## src/rtl/spwm_demod.sv

```systemverilog
// spwm_demod: rebuilds the three modulating references of an SPWM inverter by timing each
//   upper gate's on-time over one carrier window (optional leg fault monitor: SPWM_DEMOD_FAULT_EN).
//   Latency: 2-clock input sync; results load one clock after the window's terminal cycle.
//   Backpressure: none; valid is a one-clock strobe and xd/yd/zd hold between strobes.
module spwm_demod #(
  parameter int N      = 32,
  parameter int Q      = 28,
  parameter int PERIOD = 20000,
  parameter int K      = 26844,
  parameter int DT     = 8
) (
  input  logic                clk,
  input  logic                res,
  input  logic                Sau,
  input  logic                Sal,
  input  logic                Sbu,
  input  logic                Sbl,
  input  logic                Scu,
  input  logic                Scl,
  input  logic                sync,
  input  logic                fault_clr,
  output logic signed [N-1:0] xd,
  output logic signed [N-1:0] yd,
  output logic signed [N-1:0] zd,
  output logic                valid,
  output logic [2:0]          fault
);

  // Counters must be able to hold a full window of highs (h = PERIOD).
  localparam int CW = $clog2(PERIOD + 1);
  // Product width: counter bits + N, plus a sign bit so h*K never wraps.
  localparam int PW = CW + N + 1;

  localparam logic [CW-1:0]        TERM    = CW'(PERIOD - 1);
  localparam logic signed [PW-1:0] ONE     = PW'(1) <<< Q;
  localparam logic signed [PW-1:0] NEG_ONE = -ONE;
  localparam logic signed [PW-1:0] KW      = PW'(K);
  localparam logic [N-1:0]         REF_MIN = NEG_ONE[N-1:0];

  // Synchronized upper gate copies, bit0 = a, bit1 = b, bit2 = c.
  logic [2:0] up_m_q, up_s_q;

  logic [CW-1:0]      cnt_q, cnt_d;
  logic [2:0][CW-1:0] hcnt_q, hcnt_d;
  logic [2:0][CW-1:0] hold_q, hold_d;
  logic               lat_q, lat_d;
  logic               term;

  logic [2:0][N-1:0]  ref_q, ref_d;
  logic               valid_q, valid_d;

  // Map an on-time count to Q format: h*K - 1.0, clamped to [-1.0, +1.0].
  function automatic logic [N-1:0] to_ref(input logic [CW-1:0] h);
    logic signed [PW-1:0] prod;
    logic signed [PW-1:0] diff;
    prod = $signed({{(PW-CW){1'b0}}, h}) * KW;
    diff = prod - ONE;
    if (diff > ONE) begin
      diff = ONE;
    end else if (diff < NEG_ONE) begin
      diff = NEG_ONE;
    end
    return diff[N-1:0];
  endfunction

  // Two-flop synchronizer on the upper gate signals.
  always_ff @(posedge clk or posedge res) begin
    if (res) begin
      up_m_q <= '0;
      up_s_q <= '0;
    end else begin
      up_m_q <= {Scu, Sbu, Sau};
      up_s_q <= up_m_q;
    end
  end

  assign term = (cnt_q == TERM);

  // Window counter and per-phase on-time counters; sync beats the terminal latch.
  always_comb begin
    cnt_d  = cnt_q + 1'b1;
    hcnt_d = hcnt_q;
    hold_d = hold_q;
    lat_d  = 1'b0;
    if (sync) begin
      cnt_d  = '0;
      hcnt_d = '0;
    end else if (term) begin
      cnt_d = '0;
      lat_d = 1'b1;
      for (int i = 0; i < 3; i++) begin
        // The terminal cycle's own sample belongs to the closing window.
        hold_d[i] = hcnt_q[i] + CW'(up_s_q[i]);
        hcnt_d[i] = '0;
      end
    end else begin
      for (int i = 0; i < 3; i++) begin
        hcnt_d[i] = hcnt_q[i] + CW'(up_s_q[i]);
      end
    end
  end

  // Window state registers.
  always_ff @(posedge clk or posedge res) begin
    if (res) begin
      cnt_q  <= '0;
      hcnt_q <= '0;
      hold_q <= '0;
      lat_q  <= 1'b0;
    end else begin
      cnt_q  <= cnt_d;
      hcnt_q <= hcnt_d;
      hold_q <= hold_d;
      lat_q  <= lat_d;
    end
  end

  // Output stage: a latch scheduled last edge always produces its strobe, even under sync.
  always_comb begin
    ref_d   = ref_q;
    valid_d = lat_q;
    if (lat_q) begin
      for (int i = 0; i < 3; i++) begin
        ref_d[i] = to_ref(hold_q[i]);
      end
    end
  end

  // Output registers; reset parks every reference at -1.0.
  always_ff @(posedge clk or posedge res) begin
    if (res) begin
      for (int i = 0; i < 3; i++) begin
        ref_q[i] <= REF_MIN;
      end
      valid_q <= 1'b0;
    end else begin
      ref_q   <= ref_d;
      valid_q <= valid_d;
    end
  end

  assign xd    = ref_q[0];
  assign yd    = ref_q[1];
  assign zd    = ref_q[2];
  assign valid = valid_q;

`ifdef SPWM_DEMOD_FAULT_EN
  // Run counter saturates just past DT so it never wraps back under the threshold.
  localparam int            RW      = $clog2(DT + 2);
  localparam logic [RW-1:0] RUN_MAX = RW'(DT + 1);
  localparam logic [RW-1:0] RUN_LIM = RW'(DT);

  logic [2:0]          lo_m_q, lo_s_q;
  logic [2:0][RW-1:0]  run_q, run_d;
  logic [2:0]          fault_q, fault_d;
  logic [2:0]          hit;

  // Two-flop synchronizer on the lower gate signals.
  always_ff @(posedge clk or posedge res) begin
    if (res) begin
      lo_m_q <= '0;
      lo_s_q <= '0;
    end else begin
      lo_m_q <= {Scl, Sbl, Sal};
      lo_s_q <= lo_m_q;
    end
  end

  // Count cycles a leg shows upper == lower; a fresh detection outranks fault_clr.
  always_comb begin
    run_d   = run_q;
    hit     = '0;
    fault_d = fault_q;
    for (int i = 0; i < 3; i++) begin
      if (up_s_q[i] == lo_s_q[i]) begin
        run_d[i] = (run_q[i] == RUN_MAX) ? RUN_MAX : run_q[i] + 1'b1;
      end else begin
        run_d[i] = '0;
      end
      hit[i]     = (run_d[i] > RUN_LIM);
      fault_d[i] = hit[i] | (fault_q[i] & ~fault_clr);
    end
  end

  // Run counters and sticky fault flags.
  always_ff @(posedge clk or posedge res) begin
    if (res) begin
      run_q   <= '0;
      fault_q <= '0;
    end else begin
      run_q   <= run_d;
      fault_q <= fault_d;
    end
  end

  assign fault = fault_q;
`else
  // Lower gates and fault controls only matter when the fault monitor is built.
  logic unused_lower;
  assign unused_lower = ^{Sal, Sbl, Scl, fault_clr, DT[0]};
  assign fault        = 3'b000;
`endif

endmodule
```

## config.mk

```make
export PLATFORM = sky130hd
export DESIGN_NAME = spwm_demod
export DESIGN_NICKNAME = d
export VERILOG_FILES = /design/src/rtl/spwm_demod.sv
export SDC_FILE = /design/constraint.sdc
export NUM_CORES = 1
export LEC_CHECK = 0
export ABC_CLOCK_PERIOD_IN_PS = 7700
export CORE_ASPECT_RATIO = 0.8
export CORE_MARGIN = 3
export CORE_UTILIZATION = 63
export DETAILED_ROUTE_END_ITERATION = 8
export MAX_ROUTING_LAYER = met4
export PLACE_DENSITY = 0.83
export RECOVER_POWER = 25
export SYNTH_ARGS = -nofsm -noshare
export SYNTH_HDL_FRONTEND = slang
export SYNTH_SLANG_ARGS = --single-unit
```

## constraint.sdc

```tcl
create_clock -name clk -period 7.7 [get_ports clk]
set_input_delay 1.155 -clock clk [delete_from_list [all_inputs] [get_ports clk]]
set_output_delay 1.155 -clock clk [all_outputs]
set_load 0.05 [all_outputs]
```

==> flow_summary.ini <==
[run_status]
status = finished with violations
violations = capacitance limit, slew limit

[min_path]
hold_path_depth = 0
min_to = up_s_q[0]$_DFF_PP0_
worstHoldStart = up_m_q[0]$_DFF_PP0_
hp-class = reg2reg

[critical_path]
slowest_delay_ns = 0.83
arrival_ns = 7.24
r2r-end = yd[5]$_DFFE_PP0P_
cp_max_fo = 14
reg2reg_setup_slack_ns = 0.82
crit_chain = ha_1 > inv_1 > fa_1 > fa_1 > inv_1 > fa_1 > inv_1 > fa_1 > inv_1 > ha_1 > and3_1 > a21boi_0 > a41oi_1 > a211oi_1 > nor4_1 > a311oi_1 > nor3_1 > a21oi_2 > buf_4 > nor2_1
path_class = reg2reg
cpMaxStageDelayCell = a211oi_1
end_kind = flop
r2r_start = hold_q[24]$_DFFE_PP0P_
cp.required_ns = 8.06
r2r_cells = 20
start_kind = flop

[power_and_ir_drop]
p_per_area_nw_per_um2 = 429
peakVddDrop_mv = 0.339
leakagePower_nw = 11.6

[clock_network]
clkTransAtPathRegs_ns = 0.09
cts.sinks = 197
cts_root_buffer = clkbuf_16
hold_buffers = 0
cts_buffers = 17
postCtsSetupRepairBufs = 0
insertion_delay_ns = 0.47
cts_tree = done
clock_path_buffers = 2
htreeDepth = 4
ctsResizeCount = 0

[detailed_routing]
final_antenna_net_count = 0
drc = 0
drt_iter0_markers = 1145
wl_per_cell_um = 17.3
vias = 15700
finalWirelength_mm = 47.1
dr.pass1.iters = 5
via_per_inst = 5.74

[layout]
area_delta_synth_final_pct = 9.16
finish.utilization_pct = 70.9
layout_commonest_cell = inv_1
drive_gt1_share_pct = 3.51
layout_common_cells = 467 x inv_1, 286 x ha_1, 217 x nor2_1, 201 x fa_1, 191 x dfrtp_1
n_fill_cell = 2371
fin_nets = 2794

[synth]
synth.avg_cell_area_um2 = 9.27
syn-cell-area_um2 = 20700
synth-edff-count = 0
synth_xor_area_share_pct = 4.05
ys_types = 89
synth_top_family_by_area = adder cells
ys_seq_area_share_pct = 23.8
synth_compound_area_share_pct = 11.6
synth_cells = 2237
yosys.area_share.simple_pct = 12.2
synth-adder-area-share_pct = 36.7
async_flop_share_pct = 100
synthMuxAreaShare_pct = 1.45
synth_ff_type = dfrtp_1
ys_ff_latch = 197
yosysWarnings = 0

[global_route]
grt_use_total_pct = 28.4
grt_antenna_before_repair = 0
grt_overflow_total = 0
grt_pass1_wl_mm = 79.2
grt_pass1_vias = 15800
grt_max_degree = 124

[timing]
grt_setup_unrepaired = no
tightestPinTransition_ns = 4.54
timing_hold_violations_final = 0
fmax_ghz = 0.145
finalClockSkew_ns = 0.0121
finalSetupTns_ns = 0
final_max_slew_viol_count = 124
setup_violations = 0
finalCriticalPeriod_ns = 6.88
slew_headroom_pct = -203
min_period_over_period_pct = 89.4

[die]
placementRows = 58
initial_core_util_pct = 64.9
die_w_um = 209
io_pins = 110
die_area_um2 = 35100
core_area_um2 = 31900
dieHeight_um = 168

[place]
io_buffers = 96
gp_congestion = 0.946
dp_hpwl_mm = 37.6

[job]
cap_violations = 1
## per-layer routing
| metal | part of all wire [%] | up-vias | track usage (%) |
|---|---|---|---|
| met1 | 47 | 7821 | 40.3 |
| met3 | 5.3 | 61 | 4.64 |
| li1 | - | 7415 | - |
| met5 | 0 | - | - |
| met4 | 1.4 | 0 | 5.44 |
| met2 | 47 | 392 | 44.2 |
## kinds of logic after synthesis
| family | Yosys count |
|---|---|
| DFF | 197 |
| muxes | 30 |
| other | 1 |
| and+or+nand+nor | 528 |
| adders and majority gates | 487 |
| buffers and inverters | 537 |
| AOI/OAI and AO/OA | 361 |
| xor gates and xnor gates | 96 |
## final cells by class
type / count / area, um^2 / share of cell area [%]
Clock buffer: 17 / 425 / 1.88
Antenna cell: 1 / 2.50 / 0.0111
Clock inverter: 15 / 250 / 1.11
Inverter: 468 / 1760 / 7.76
Multi-Input combinational cell: 1511 / 13700 / 60.7
Sequential cell: 197 / 4940 / 21.8
Timing Repair Buffer: 102 / 1010 / 4.44
Tap cell: 420 / 526 / 2.32
## sequential cells by signal (all words and copies together), names as in the netlist
| signal | count |
|---|---|
| hcnt_q | 45 |
| yd | 28 |
| lat_q | 1 |
| up_m_q | 3 |
| up_s_q | 3 |
| cnt_q | 15 |
| valid | 1 |
| hold_q | 45 |
| xd | 28 |
| zd | 28 |
## cell usage after synthesis (all sizes together), types with 15 or more instances
cell / instances / area [um^2]
a211oi: 26 / 213
mux2i: 29 / 290
a21o: 29 / 218
xnor2: 44 / 385
ha: 286 / 3580
a21oi: 116 / 584
buf: 23 / 154
fa: 201 / 4020
nand3: 57 / 285
xor2: 52 / 455
nor2: 218 / 818
nor2b: 21 / 139
and3: 31 / 195
clkbuf: 44 / 185
nand2: 88 / 330
o21ai: 62 / 310
o21a: 15 / 113
dfrtp: 191 / 4780
nor3: 31 / 186
inv: 468 / 1760
## worst max-delay path by stage
stage / startpoint / cells after the start / end
final: hold_q[24]$_DFFE_PP0P_ / 20 / yd[5]$_DFFE_PP0P_
after floorplan: res / 1 / cnt_q[0]$_DFF_PP0_
after global placement: hold_q[24]$_DFFE_PP0P_ / 20 / yd[5]$_DFFE_PP0P_
after detailed placement: hold_q[24]$_DFFE_PP0P_ / 20 / yd[3]$_DFFE_PP0P_
after global routing: hold_q[24]$_DFFE_PP0P_ / 20 / yd[5]$_DFFE_PP0P_
after CTS: hold_q[24]$_DFFE_PP0P_ / 20 / yd[5]$_DFFE_PP0P_
## critical path: cells and delay by family (launching register included)
kind / cells / cell delay, ns
AO/OA/AOI/OAI: 5 / 2.46
adder cells (fa/ha/maj): 6 / 2.75
flip-flops: 1 / 0.48
buffers and inverters: 5 / 0.53
AND/OR/NAND/NOR: 4 / 0.54
## power breakdown
group	total [mW]	internal, mW	switching [mW]
Clock	1.01	0.514	0.495
Combinational	7.37	2.78	4.59
Sequential	1.32	1.20	0.119
## through the flow
step                      instances  instance area [um^2]  worst slack, ns  hold slack (ns)  total power, mW
after floorplan                2245                 20800             1.19            0.331             6.81
after global placement         2698                 22000             1.21            0.333             8.38
after detailed placement       2698                 22000             1.05            0.339             8.57
after CTS                      2730                 22600            0.921            0.360             9.65
after global routing           2730                 22600            0.534            0.364             10.6
final                          2731                 22600            0.818            0.358             9.70
No activity file was read; power rests on OpenSTA's default activity.
